`src/rtl/cmp_crossing_detector.sv`:
```
// Debounced "A above B" tracker fed by a one-hot magnitude comparator.
// Emits registered rise/fall pulses, a saturating event count and error flags.
module cmp_crossing_detector #(
   parameter int DEBOUNCE = 3,
   parameter int CNT_W    = 8
) (
   input  logic             clk,
   input  logic             rst,
   input  logic             in_valid,
   input  logic             greater,
   input  logic             equal,
   input  logic             less,
   output logic             above,
   output logic             rise_pulse,
   output logic             fall_pulse,
   output logic [CNT_W-1:0] event_count,
   output logic             err_pulse,
   output logic             err_sticky
);

   typedef enum logic [1:0] {LOW, RISE_PEND, HIGH, FALL_PEND} state_t;

   localparam logic [7:0] DEB = 8'(DEBOUNCE);

   state_t           state_q, state_d;
   logic [7:0]       run_q, run_d;
   logic             above_q, above_d;
   logic             rise_q, rise_d;
   logic             fall_q, fall_d;
   logic [CNT_W-1:0] cnt_q, cnt_d;
   logic             err_q, err_d;
   logic             sticky_q, sticky_d;

   logic             is_hi, is_lo;
   logic [7:0]       run_inc;

   assign is_hi   = greater & ~equal & ~less;
   assign is_lo   = ~greater & (equal ^ less);
   assign run_inc = run_q + 8'd1;

   always_comb begin
      state_d  = state_q;
      run_d    = run_q;
      rise_d   = 1'b0;
      fall_d   = 1'b0;
      err_d    = 1'b0;
      sticky_d = sticky_q;
      cnt_d    = cnt_q;
      above_d  = above_q;

      if (in_valid) begin
         // Non-one-hot samples are flagged and otherwise ignored, so runs survive them.
         if (!is_hi && !is_lo) begin
            err_d    = 1'b1;
            sticky_d = 1'b1;
         end else begin
            case (state_q)
               LOW: begin
                  if (is_hi) begin
                     if (DEB == 8'd1) begin
                        state_d = HIGH;
                        rise_d  = 1'b1;
                     end else begin
                        state_d = RISE_PEND;
                        run_d   = 8'd1;
                     end
                  end
               end
               RISE_PEND: begin
                  if (is_hi) begin
                     if (run_inc == DEB) begin
                        state_d = HIGH;
                        rise_d  = 1'b1;
                        run_d   = 8'd0;
                     end else begin
                        run_d = run_inc;
                     end
                  end else begin
                     state_d = LOW;
                     run_d   = 8'd0;
                  end
               end
               HIGH: begin
                  if (is_lo) begin
                     if (DEB == 8'd1) begin
                        state_d = LOW;
                        fall_d  = 1'b1;
                     end else begin
                        state_d = FALL_PEND;
                        run_d   = 8'd1;
                     end
                  end
               end
               FALL_PEND: begin
                  if (is_lo) begin
                     if (run_inc == DEB) begin
                        state_d = LOW;
                        fall_d  = 1'b1;
                        run_d   = 8'd0;
                     end else begin
                        run_d = run_inc;
                     end
                  end else begin
                     state_d = HIGH;
                     run_d   = 8'd0;
                  end
               end
               default: begin
                  state_d = LOW;
                  run_d   = 8'd0;
               end
            endcase
         end
      end

      if ((rise_d || fall_d) && (cnt_q != {CNT_W{1'b1}})) begin
         cnt_d = cnt_q + {{(CNT_W-1){1'b0}}, 1'b1};
      end

      above_d = (state_d == HIGH) || (state_d == FALL_PEND);
   end

   always_ff @(posedge clk) begin
      if (rst) begin
         state_q  <= LOW;
         run_q    <= 8'd0;
         above_q  <= 1'b0;
         rise_q   <= 1'b0;
         fall_q   <= 1'b0;
         cnt_q    <= '0;
         err_q    <= 1'b0;
         sticky_q <= 1'b0;
      end else begin
         state_q  <= state_d;
         run_q    <= run_d;
         above_q  <= above_d;
         rise_q   <= rise_d;
         fall_q   <= fall_d;
         cnt_q    <= cnt_d;
         err_q    <= err_d;
         sticky_q <= sticky_d;
      end
   end

   assign above       = above_q;
   assign rise_pulse  = rise_q;
   assign fall_pulse  = fall_q;
   assign event_count = cnt_q;
   assign err_pulse   = err_q;
   assign err_sticky  = sticky_q;

endmodule

```
`config.mk`:
```
export PLATFORM = sky130hd
export DESIGN_NAME = cmp_crossing_detector
export DESIGN_NICKNAME = d
export VERILOG_FILES = /design/src/rtl/cmp_crossing_detector.sv
export SDC_FILE = /design/constraint.sdc
export NUM_CORES = 1
export LEC_CHECK = 0
export BUFFER_PORTS_ARGS = -buffer_cell sky130_fd_sc_hd__buf_4
export CAP_MARGIN = 20
export CORE_MARGIN = 2
export CORE_UTILIZATION = 50
export DETAILED_ROUTE_END_ITERATION = 8
export PLACE_DENSITY = 0.79
export SLEW_MARGIN = 20
export SYNTH_ARGS = -nofsm -noshare
export SYNTH_HDL_FRONTEND = slang
export SYNTH_SLANG_ARGS = --single-unit
```
`constraint.sdc`:
```
create_clock -name clk -period 2.3 [get_ports clk]
set_clock_uncertainty 0.2 [all_clocks]
set_input_delay 0.575 -clock clk [delete_from_list [all_inputs] [get_ports clk]]
set_output_delay 0.575 -clock clk [all_outputs]
set_load 0.05 [all_outputs]
```
-- Word-level counts from Yosys, hierarchy flattened
Cells that the tools add are included.
- word-level logic and storage cells: 63
- register bits: 23
- reductions and logical operators: 10
- eq/ne operators: 9
- muxes and demuxes: 25
- $add $sub $neg: 2
- bitwise operators: 9
- operator list (cell ; count):
    $mux 8 ; 5
    $pmux 8 s4 ; 1
    $add 8x1->8 const B ; 2
    $mux 2 ; 8
    $mux 1 ; 10
    $eq 2x2->1 const B ; 4
    $eq 8x2->1 const B ; 1
    $ne 8x8->1 const B ; 1
    $pmux 2 s4 ; 1
    $not 1->1 ; 5
    $ne 2x2->1 const B ; 2
    $reduce_and 4->1 ; 1
    $and 1x1->1 ; 3
    $eq 2x1->1 const B ; 1
    $logic_and 1x1->1 ; 2
    $logic_not 1->1 ; 2
    $logic_not 2->1 ; 1
    $logic_or 1x1->1 ; 2
    $reduce_and 2->1 ; 1
    $reduce_or 2->1 ; 1
    $xor 1x1->1 ; 1

-- Logic depth before layout (Yosys ltp)
- word-level depth: 9
- gate-level depth with buffers: 7
- mapped depth without buffers: 6

-- Worst setup path before layout
Ideal clock, no wire load.
- path kind: input to register
- start: input less
- end: register cnt_q[0], in the netlist event_count[0]
- arrival time: 2062 ps
- path buffers: 2
- stages on the path: 7
- setup slack: -82 ps
- library setup time: 121 ps
- cell sequence: buf_6 or4b_4 o21ai_4 nand2b_4 buf_6 nor3_2 mux2_2
- longest elaborated chain between the ends: 8
- elaborated cells on any way between the ends: 17
- those cells by class: mux (8); bitwise (4); reduce/logical (5)
- ends and longest elaborated chain (element ; RTL line ; text):
    from (decl) ; 12 ; input logic less,
    $xor 1x1->1 or $not 1->1 (tied branches) ; 38, 37 ;
    $and 1x1->1, on equally long branches ; 38, 37 ;
    $mux 1 (tied with other cells) ; 95 ; if (is_lo) begin
    $mux 1 or $logic_and 1x1->1 (tied branches) ; 57, 53 ;
    $mux 1 ; 53 ; if (!is_hi && !is_lo) begin
    $mux 1 ; 51 ; if (in_valid) begin
    $logic_or 1x1->1 * ; 116 ; if ((rise_d || fall_d) && (cnt_q != {CNT_W{1'b1}})) begin
    $logic_and 1x1->1 * ; 116 ;
    to (signal assigned) ; 139 ; cnt_q <= cnt_d;
    to (decl) ; 30 ; logic [CNT_W-1:0] cnt_q, cnt_d;
Mark *: on every way between the ends. The rest lies on a longest branch, timed or not.
A chain may end at the register's enable or synchronous reset.

-- Final worst setup path
- start: register run_q[1]
- end: register cnt_q[5], in the netlist event_count[5]
- longest elaborated chain between the ends: 9
- elaborated cells on any way between the ends: 13
- those cells by class: add/sub (1); eq/ne (1); mux (9); reduce/logical (2)
- ends and longest elaborated chain (element ; RTL line ; text):
    from (decl) ; 26 ; logic [7:0] run_q, run_d;
    from (signal assigned) ; 135 ; run_q <= run_d;
    $add 8x1->8 * ; 39 ; assign run_inc = run_q + 8'd1;
    $eq 8x2->1 * ; 71, 96 ;
    $mux 1 * ; 71, 96 ;
    $mux 1, on equally long branches ; 70, 95 ;
    $mux 1 ; 57 ; case (state_q)
    $mux 1 ; 53 ;
    $mux 1 ; 51 ;
    $logic_or 1x1->1 * ; 116 ;
    $logic_and 1x1->1 * ; 116 ;
Marks and branches as above.

==> results <==
- The flow ran to the end, and the final reports show no timing, DRC or antenna violations.
- Data on the critical path is required at its endpoint by 2.36 ns.
- In the synthesized netlist the async set-or-reset flop fraction comes to 0%.
- The arrival time at the worst endpoint is 2.28 ns.
- The number of H-tree levels is 1.
- The number of max-cap violations is 0.
- The global route total overflow is 0.
- The internal portion of the total power is 0.5073 mW.
- After synthesis, the mean cell area works out to ~8.9 um^2.
- The clock latency on the worst-skew pair is a little over 0.3 ns.
- The post-placement setup slack is -0.1667 ns.
- The clock-pin slew reported for the worst setup and hold paths after clock tree synthesis is roughly 0.13 ns.
- The cell at the root of the clock tree is clkbuf_4.
- In the routed design, unresolved DRC markers number 0.
- Yosys attributes the largest share of cell area to dfxtp_1, nand2_1, xnor2_1.
- The largest voltage drop on the vdd net is 0.0003324 V.
- Setup violations remaining at the end of the flow were counted as 0.
- The combinational share of power is 12.8%.
- The area enclosed by the die boundary is 3218 um^2.
- The wire-length estimate of the detail-placed layout is 2383 um.
- In this run the deepest clock path goes through 2 buffers.
- The sequential cell fraction of total power is 59.2%.
- The final wirelength is 3324 um.
- Entering global routing, the biggest net connects 17 pins.
- After technology mapping, the gate count stands at 156.
- The final weighted congestion in routability-driven placement is 0.8824.
- The area growth from synthesis to layout is 27.18%.
- The routed layout has 1,349 vias.
- The via count of the first global-routing pass is between 1k and 1.5k.
- The synthesized netlist net count is 165.
- Including well taps, the total number of placed cells is roughly 210.
- Of all cell types, the one taking the most synthesized area is dfxtp_1.
- The power dissipated by switching net loads is 0.1818 mW.
- The most used flip-flop cell after synthesis is dfxtp_1.
- The number of distinct library cells after synthesis is 50.
- The start-to-end type of the worst setup path is reg -> reg.
- The post-route minimum period is ~2.2 ns.
- In this run the vertical extent of the chip is approximately 57 um.
- The number of flops mapped to enable cells by yosys is 0.
- The nature of the critical path startpoint is a register.
- After floorplanning, the core was sized to cover 2686 um^2.
- Sequential cells were found to cover 33.12% of the synthesized design area.
- For this design the static power due to leakage is 0.7235 nW.
- The highest metal layer carrying signal wires in the routed design is met4.
- The total number of placement rows is 19.
- 0 antenna diodes ended up in the layout.
- The final-layout setup total negative slack is 0 ns.
- The detailed router finished its first iteration with 31 violations.
- The number of clock sinks is 23.
- The transition time at the pin with the least slew margin is ~0.45 ns.
- Once the floorplan was initialized, standard cells occupied 51.75% of the core.
- Measured against its own limit, the worst slew margin works out to 70.31%.
- Of the total power, the share spent switching nets is between 20% and 30%.
- Counting flops and latches in the post-synthesis netlist gives 23.
- Dividing the final minimum period by the clock period gives 96.56%.
- The routed length per placed instance is 15.25 um.
- The count of buffers added on input and output ports is 18.
- Once detail routing completed, the nets flagged for antenna violations numbered 0.
- The share of power burned in the clock network is 28.0%.
- The final critical-path setup slack is slightly below 0.08 ns.
- Along the worst path, the maximum fanout reaches 7.
- The top-area cell type share of the netlist area is between 30% and 40%.
- The first global-routing pass estimated 5133 um of wire.
- The endpoint class of the critical path is a register.
- The detailed-routing iteration count for the pre-antenna-repair pass is 4.
- The number of non-filler instances in the completed layout is roughly 220.
- For this run, the total global-route usage over all layers was measured as 20.01%.
- The tightest min-delay check is of the reg -> reg type.
- Dividing total power by cell area gives a power density of ~390 nW/um^2.
- The top-level port count is 19.
- For this run, the number of Yosys warnings is 0.
- Setup repair after global routing left no endpoint under its margin.
- Wire segments on met3 add up to 122 um in the final route.
- In the final layout, the share of cells above drive strength 1 is about a third.
- The detailed router put a total of 1411 um of wire on met1.
- The count of final hold-check violations is 0.
- From left edge to right edge, the die measures 56.73 um.
- The number of antenna violations at the first check in global routing is 0.
- TritonCTS built the clock tree.
- The synthesized netlist occupies a cell area of between 1000 and 1500 um^2.
- The via-per-instance ratio is 6.188.
- The net count reported at finish is 197.
- The number of pins with negative max-slew slack in the final report is 0.
- By count the netlist is led by dfxtp_1, nand2_1, nor2_1.
- The peak clock frequency supported by timing is 0.4503 GHz.
- The dominant cell by count in the synthesized netlist is dfxtp_1.
- Wire segments on met2 add up to approximately 1700 um in the final route.
- The total CTS buffers is 3.
[power by group through the flow]
| stage | registers [mW] | clock network, mW | logic [mW] |
|---|---|---|---|
| 6_report | 0.408 | 0.193 | 0.0883 |
| 5_1_grt | 0.409 | 0.205 | 0.0960 |
| 4_1_cts | 0.409 | 0.196 | 0.0880 |
| 3_5_place_dp | 0.417 | 0 | 0.0878 |
| 3_3_place_gp | 0.417 | 0 | 0.0847 |
| 2_1_floorplan | 0.424 | 0 | 0.0476 |
[routing by layer]
| layer | global-route usage [%] | vias to the layer above |
|---|---|---|
| met3 | 3.687 | 5 |
| met1 | 23.19 | 643 |
| met2 | 34.72 | 37 |
| met4 | 10.20 | 0 |
| li1 | - | 664 |
| met5 | 0 | - |
[layout make-up]
class / instances / area, um^2
inverter: 5 / 18.77
timing repair buffer: 36 / 282.8
clock buffer: 4 / 26.28
multi-input combinational: 119 / 935.9
tap: 31 / 38.79
fill: 225 / 918.4
sequential: 23 / 465.4
[cell families after synthesis]
group                    Yosys count  synth area share (%)
AND/OR/NAND/NOR                   61                 26.64
adder cells (fa/ha/maj)            3                 2.701
AO/OA/AOI/OAI                     43                 23.49
buffers and inverters             15                 6.390
flip-flops                        23                 33.12
XOR/XNOR                           6                 3.780
multiplexers                       5                 3.870
[cells in the final DEF, fill, tap and decap left out, types with 5 or more instances in the layout]
master / synthesis / final
buf_4: 1 / 35
dfxtp_1: 23 / 21
nand2_1: 13 / 13
nor2_1: 8 / 8
a21oi_1: 6 / 6
inv_1: 5 / 5
xnor2_1: 5 / 5
nand4_1: 5 / 5
[flip-flops by register name (all words and copies together) (netlist names)]
| register | flops |
|---|---|
| run_q | 8 |
| err_sticky | 1 |
| err_pulse | 1 |
| event_count | 8 |
| fall_pulse | 1 |
| above | 1 |
| rise_pulse | 1 |
| state_q | 2 |
[metrics by stage]
| stage | hold WS (ns) | cell area [um^2] | power (mW) | util, % |
|---|---|---|---|---|
| after detailed placement | 0.2507 | 1667 | 0.5051 | 62.04 |
| final | 0.2799 | 1768 | 0.6891 | 65.81 |
| after global placement | 0.2367 | 1667 | 0.5016 | 62.04 |
| after global routing | 0.3060 | 1768 | 0.7097 | 65.81 |
| after floorplan | 0.2765 | 1438 | 0.4718 | - |
| after CTS | 0.2805 | 1698 | 0.6924 | 63.20 |
[path summary, 6_finish.rpt]
path	startpoint	endpoint	slack [ns]	depth (start not counted)
worst max register to register	run_q[1]$_SDFFE_PP0P_	event_count[5]$_SDFFE_PP0P_	0.08	6
worst max-delay path	run_q[1]$_SDFFE_PP0P_	event_count[5]$_SDFFE_PP0P_	0.08	6
worst min-delay path	err_sticky$_SDFFE_PP0P_	err_sticky$_SDFFE_PP0P_	0.28	1
worst min register to register	err_sticky$_SDFFE_PP0P_	err_sticky$_SDFFE_PP0P_	0.28	1
[critical path, cell delays in order (launching register included)]
cell      delay [ns]
dfxtp_4         0.39
ha_4            0.18
nor3_1          0.34
o221ai_2        0.23
buf_4           0.19
or4_1           0.50
a21oi_1         0.13
[timing repair]
action,CTS,global route
pin swaps,0,3
hold buffers,0,0
endpoints found under the setup margin,8,8
gates cloned,0,1
resized for setup,3,10
setup buffers,0,2
Power figures use the tool's default switching activity.
